## config.mk

```make
export PLATFORM = sky130hd
export DESIGN_NAME = so3s_otfc_ctrl
export DESIGN_NICKNAME = d
export VERILOG_FILES = /design/src/rtl/so3s_otfc_ctrl.sv
export SDC_FILE = /design/constraint.sdc
export NUM_CORES = 1
export LEC_CHECK = 0
export ABC_AREA = 1
export BUFFER_PORTS_ARGS = -buffer_cell sky130_fd_sc_hd__buf_4
export CORE_MARGIN = 5
export CORE_UTILIZATION = 30
export CTS_CLUSTER_SIZE = 24
export DETAILED_ROUTE_END_ITERATION = 6
export PLACE_DENSITY = 0.51
export SLEW_MARGIN = 30
export SYNTH_ARGS = -nofsm -noshare
export SYNTH_HDL_FRONTEND = slang
export SYNTH_SLANG_ARGS = --single-unit
export TNS_END_PERCENT = 50
```

## constraint.sdc

```tcl
create_clock -name clk -period 1.8 [get_ports clk]
set_input_delay 0.09 -clock clk [delete_from_list [all_inputs] [get_ports clk]]
set_output_delay 0.09 -clock clk [all_outputs]
set_load 0.01 [all_outputs]
```

## src/rtl/so3s_otfc_ctrl.sv

```systemverilog
`default_nettype none
// ============================================================================
// Module   : so3s_otfc_ctrl
// Purpose  : On-the-fly converter controller. It turns a redundant signed-digit
//            stream into two's-complement Q/QM registers after DELTA warm digits.
// Option   : define SO3S_OTFC_ERR_EN to add the sticky digit_err output.
// Revision : 1.0 - initial release
// ============================================================================

package rbr_pkg;
  typedef struct packed {
    logic plus;
    logic minus;
  } signed_digit;
endpackage

module so3s_otfc_ctrl #(
  parameter int X_WIDTH = 8,
  parameter int WIDTH   = 11,
  parameter int DELTA   = 2
) (
  input  logic                                 clk,
  input  logic                                 rst,
  input  logic                                 start,
  input  rbr_pkg::signed_digit                 x,
  input  logic                                 in_valid,
  output logic                                 in_ready,
  output logic                                 append_en,
  output logic [$clog2(X_WIDTH+DELTA+1)-1:0]   j_idx,
  output logic                                 busy,
  output logic [WIDTH-1:0]                     q_out,
  output logic [WIDTH-1:0]                     qm_out,
  output logic                                 result_valid,
  input  logic                                 result_ready
`ifdef SO3S_OTFC_ERR_EN
  ,
  output logic                                 digit_err
`endif
);

  localparam int c_cnt_w = $clog2(X_WIDTH + DELTA + 1);
  // QM starts at -1 ulp of the integer part: ones above the fraction field.
  localparam logic [WIDTH-1:0]   c_qm_init   = ~((WIDTH'(1) << X_WIDTH) - WIDTH'(1));
  localparam logic [c_cnt_w-1:0] c_warm_last = c_cnt_w'((DELTA > 0) ? DELTA - 1 : 0);
  localparam logic [c_cnt_w-1:0] c_run_last  = c_cnt_w'(X_WIDTH - 1);

  typedef enum logic [1:0] {
    ST_IDLE = 2'd0,
    ST_WARM = 2'd1,
    ST_RUN  = 2'd2,
    ST_DONE = 2'd3
  } state_t;

  state_t               r_state;
  state_t               w_state_nxt;
  logic [WIDTH-1:0]     r_q;
  logic [WIDTH-1:0]     r_qm;
  logic [WIDTH-1:0]     w_q_nxt;
  logic [WIDTH-1:0]     w_qm_nxt;
  logic [WIDTH-1:0]     w_bit;
  logic [c_cnt_w-1:0]   r_cnt;
  logic [c_cnt_w-1:0]   w_cnt_nxt;
  logic                 w_plus;
  logic                 w_minus;

  // Digits with both or neither field set collapse to zero.
  assign w_plus  = x.plus & ~x.minus;
  assign w_minus = x.minus & ~x.plus;
  assign w_bit   = WIDTH'(1) << (c_run_last - r_cnt);

  always_ff @(posedge clk or posedge rst) begin
    if (rst) begin
      r_state <= ST_IDLE;
      r_q     <= '0;
      r_qm    <= c_qm_init;
      r_cnt   <= '0;
    end else begin
      r_state <= w_state_nxt;
      r_q     <= w_q_nxt;
      r_qm    <= w_qm_nxt;
      r_cnt   <= w_cnt_nxt;
    end
  end

  always_comb begin
    w_state_nxt  = r_state;
    w_q_nxt      = r_q;
    w_qm_nxt     = r_qm;
    w_cnt_nxt    = r_cnt;
    in_ready     = 1'b0;
    append_en    = 1'b0;
    result_valid = 1'b0;
    busy         = 1'b1;
    case (r_state)
      ST_IDLE: begin
        busy = 1'b0;
        if (start) begin
          w_q_nxt     = '0;
          w_qm_nxt    = c_qm_init;
          w_cnt_nxt   = '0;
          w_state_nxt = (DELTA > 0) ? ST_WARM : ST_RUN;
        end
      end
      ST_WARM: begin
        in_ready = 1'b1;
        if (in_valid) begin
          if (r_cnt == c_warm_last) begin
            w_cnt_nxt   = '0;
            w_state_nxt = ST_RUN;
          end else begin
            w_cnt_nxt = r_cnt + 1'b1;
          end
        end
      end
      ST_RUN: begin
        in_ready  = 1'b1;
        append_en = in_valid;
        if (in_valid) begin
          if (w_plus) begin
            w_q_nxt  = r_q | w_bit;
            w_qm_nxt = r_q;
          end else if (w_minus) begin
            w_q_nxt  = r_qm | w_bit;
            w_qm_nxt = r_qm;
          end else begin
            w_qm_nxt = r_qm | w_bit;
          end
          w_cnt_nxt = r_cnt + 1'b1;
          if (r_cnt == c_run_last) begin
            w_state_nxt = ST_DONE;
          end
        end
      end
      ST_DONE: begin
        result_valid = 1'b1;
        if (result_ready) begin
          w_state_nxt = ST_IDLE;
        end
      end
      default: begin
        w_state_nxt = ST_IDLE;
      end
    endcase
  end

  assign q_out  = r_q;
  assign qm_out = r_qm;
  assign j_idx  = r_cnt;

`ifdef SO3S_OTFC_ERR_EN
  logic r_digit_err;

  always_ff @(posedge clk or posedge rst) begin
    if (rst) begin
      r_digit_err <= 1'b0;
    end else if (r_state == ST_IDLE && start) begin
      r_digit_err <= 1'b0;
    end else if (r_state == ST_RUN && in_valid && x.plus && x.minus) begin
      r_digit_err <= 1'b1;
    end
  end

  assign digit_err = r_digit_err;
`endif

endmodule

`default_nettype wire

```

==> qor.csv <==
stage,metric,value,unit
placed_design,I/O Buffers,36,
synthesis,Yosys top cell by area,dfrtp_1,
timing,minimum clock period,1620,ps
clock_tree,Worst-path clk slew,100,ps
synthesis,Netlist cell types,24,
clock_tree,CTS root buf,clkbuf_8,
worst_setup_path,Worst setup SP type,register,
detailed_routing,Detailed Routing Iterations Pass 1,4,
global_route,GRT Util Overall,12.3,%
synthesis,main area contributors after synthesis,"dfrtp_1, nand2_1, ha_1",
detailed_routing,First DRT Iteration DRCs,57,
worst_setup_path,r2r setup slk,180,ps
timing,worst slew pin tran,449,ps
timing,part of the cycle the worst path needs,90.2,%
worst_setup_path,CP Cell Sequence,inv_1 -> ha_1 -> nand2_1 -> nand2_4 -> nor2_4 -> nand2_2 -> nand2_1 -> o21ai_2,
timing,Slew Limit Headroom,70.0,%
pwr,PwrDens,1560,nW/um2
detailed_routing,antenna-violating nets left,0,
synthesis,syn_area_per_cell,7.20,um2
placed_design,post-detail-place hpwl,3550,um
detailed_routing,via count,1646,
layout,Fillers,639,
layout,area grow syn2layout,25.3,%
clock_tree,TritonCTS clock tree,built,
global_route,first-pass GRT wire length,7500,um
layout,ant diodes,0,
floorplanning,Placement Rows,28,
synthesis,sequential fraction of the synthesis area,39.0,%
worst_setup_path,Worst Setup End Kind,register,
synthesis,synthesized netlist cell count,251,
timing,FMAX,616,MHz
global_route,vias in the first global route,1600,
timing,Sum Neg Setup Slack,0,ps
floorplanning,I/O pin total,37,
worst_setup_path,CP required,1970,ps
layout,Final Instance Area,2270,um2
worst_setup_path,CP max-delay cell,dfrtp_1,
layout,Nets,316,
synthesis,#FFs+latches synth,28,
outcome,status,"finished, final reports clean",
synthesis,mapped cell area,1810,um2
layout,Layout Utilization,38.5,%
clock_tree,clk sinks,28,
detailed_routing,DRT Wirelength,4570,um
detailed_routing,DRC viols,0,
layout,layout cells sized above 1,22.2,%
global_route,total gr overflow,0,
worst_setup_path,Crit path top cell by count,nand2_1,
floorplanning,Die W,87.6,um
floorplanning,total core area,5890,um2
timing,max-slew violations,0,
worst_setup_path,Crit Path Class,register to register,
floorplanning,Die Height,87.6,um
worst_setup_path,CP Max Fanout,12,
job,max capacitance violation total,0,
global_route,largest net degree at the start of global routing,29,
timing,Fin. Hold Viols,0,
worst_setup_path,WP data arrival,1800,ps
clock_tree,CTS buffer count,3,
floorplanning,DIE AREA,7680,um2
timing,RSZ-0062 raised after global routing,false,
placed_design,dpl cell area,2180,um2
synthesis,post-synth net total,273,
worst_setup_path,critical path's largest stage delay,420,ps
floorplanning,initial cell density of the core,30.7,%
clock_tree,Clock Tree Buf Depth,2,
worst_hold_path,Hold WC Path Type,input port to register,
detailed_routing,routed len/inst,12.4,um
pwr,peak supply drop,0.000601,V
global_route,initial antenna violation count,0,
clock_tree,"Clk Latency, worst-skew pair",280,ps
timing,skew final,6.62,ps
placed_design,routability cong.,0.821,
synthesis,Ys Warns,0,
synthesis,Synth top area share,34.6,%
pwr,Lkg Pwr,1.28,nW
clock_tree,CTS HTree Levels,1,
detailed_routing,via/cell ratio,4.47,
timing,Final setup viols,0,
## logic make-up (layout without fill, tap and decap cells)
family	count (synthesis)	in the layout	share of synthesized area, %
simple gates	152	152	35.7
flops	28	28	39.0
compound gates	23	23	6.85
buf+inv	33	75	8.10
fa+ha+maj	15	15	10.4
## critical path: cells and delay by family, from the launching register on
| kind | cells | cell delay [ps] |
|---|---|---|
| AND/OR/NAND/NOR | 5 | 730 |
| flip-flops | 1 | 420 |
| adder cells (fa/ha/maj) | 1 | 220 |
| buffers and inverters | 1 | 100 |
| AO/OA/AOI/OAI | 1 | 50 |
## cell usage after synthesis, drive strengths merged
master,instances
inv,26
dfrtp,25
nand3,15
clkinv,1
buf,6
a21oi,6
nand4,6
o21ai,16
or2,2
nor3,1
dfstp,3
o22ai,1
ha,15
nor2,32
nand2,96
## state kept, by name, indices dropped and copies added (netlist names)
signal,cells
q_out,11
qm_out,11
j_idx,4
r_state,2
## area by class of cell
cell class                      instances  area, um2  share of cell area, %
Tap cell                               75       93.8                   4.14
Inverter                               27        101                   4.47
Multi-Input combinational cell        190        962                   42.5
Clock buffer                            3       41.3                   1.82
Timing Repair Buffer                   44        333                   14.7
Clock inverter                          1       30.0                   1.33
Sequential cell                        28        704                   31.1
## worst paths after layout
| kind | startpoint | endpoint | cells past startpoint |
|---|---|---|---|
| min | result_ready | r_state[0] | 7 |
| min in group asynchronous | rst | q_out[10] | 4 |
| min reg2reg | qm_out[9] | qm_out[9] | 2 |
| max reg2reg | r_state[1] | qm_out[0] | 8 |
| max | r_state[1] | qm_out[0] | 8 |
| max in group asynchronous | rst | qm_out[8] | 4 |
## through the flow
| stage | cells | hold slack, ps | power (mW) | setup WS [ps] |
|---|---|---|---|---|
| final | 368 | 272 | 3.54 | 176 |
| after global routing | 368 | 343 | 3.88 | 16.9 |
| after CTS | 368 | 270 | 3.60 | 165 |
| after detailed placement | 363 | 198 | 3.08 | 173 |
| after global placement | 363 | 195 | 3.06 | 178 |
| after floorplan | 251 | 153 | 2.36 | 313 |
## where the power goes
| group | switching, mW | internal (mW) |
|---|---|---|
| logic | 1.17 | 0.789 |
| registers | 0.195 | 0.878 |
| clock network | 0.212 | 0.298 |
## cell usage in the layout, fill, tap and decap left out
cell	count
o21ai_0	13
nand4_1	6
clkbuf_8	3
ha_2	1
nand2_1	92
ha_1	14
nor2_2	3
or2_2	2
o21ai_1	1
a21oi_1	6
dfrtp_1	25
clkinv_1	1
nand3_1	15
nor3_1	1
nor2_1	27
nor2_4	2
o21ai_2	2
nand2_2	3
nand2_4	1
bufinv_16	1
buf_4	43
inv_1	25
inv_2	1
o22ai_1	1
dlygate4sd3_1	1
dfstp_2	3
## metal layers
layer  vias to the layer above  wire, um  part of all wire (%)  GRT usage [%]
li1                        866         -                     -              -
met1                       756      2200                    48           16.3
met2                        20      2190                    48           21.2
met3                         4       147                   3.2           1.51
met4                         0        39                  0.85           3.35
met5                         -         0                     0              0
## repair_timing
action	in CTS	in global routing
buffers inserted	0	0
hold endpoints to repair	25	0
hold buffers	1	0
resized for setup	0	2
endpoints found under the setup margin	0	2
Note: power is estimated with default switching activity, not from simulation.
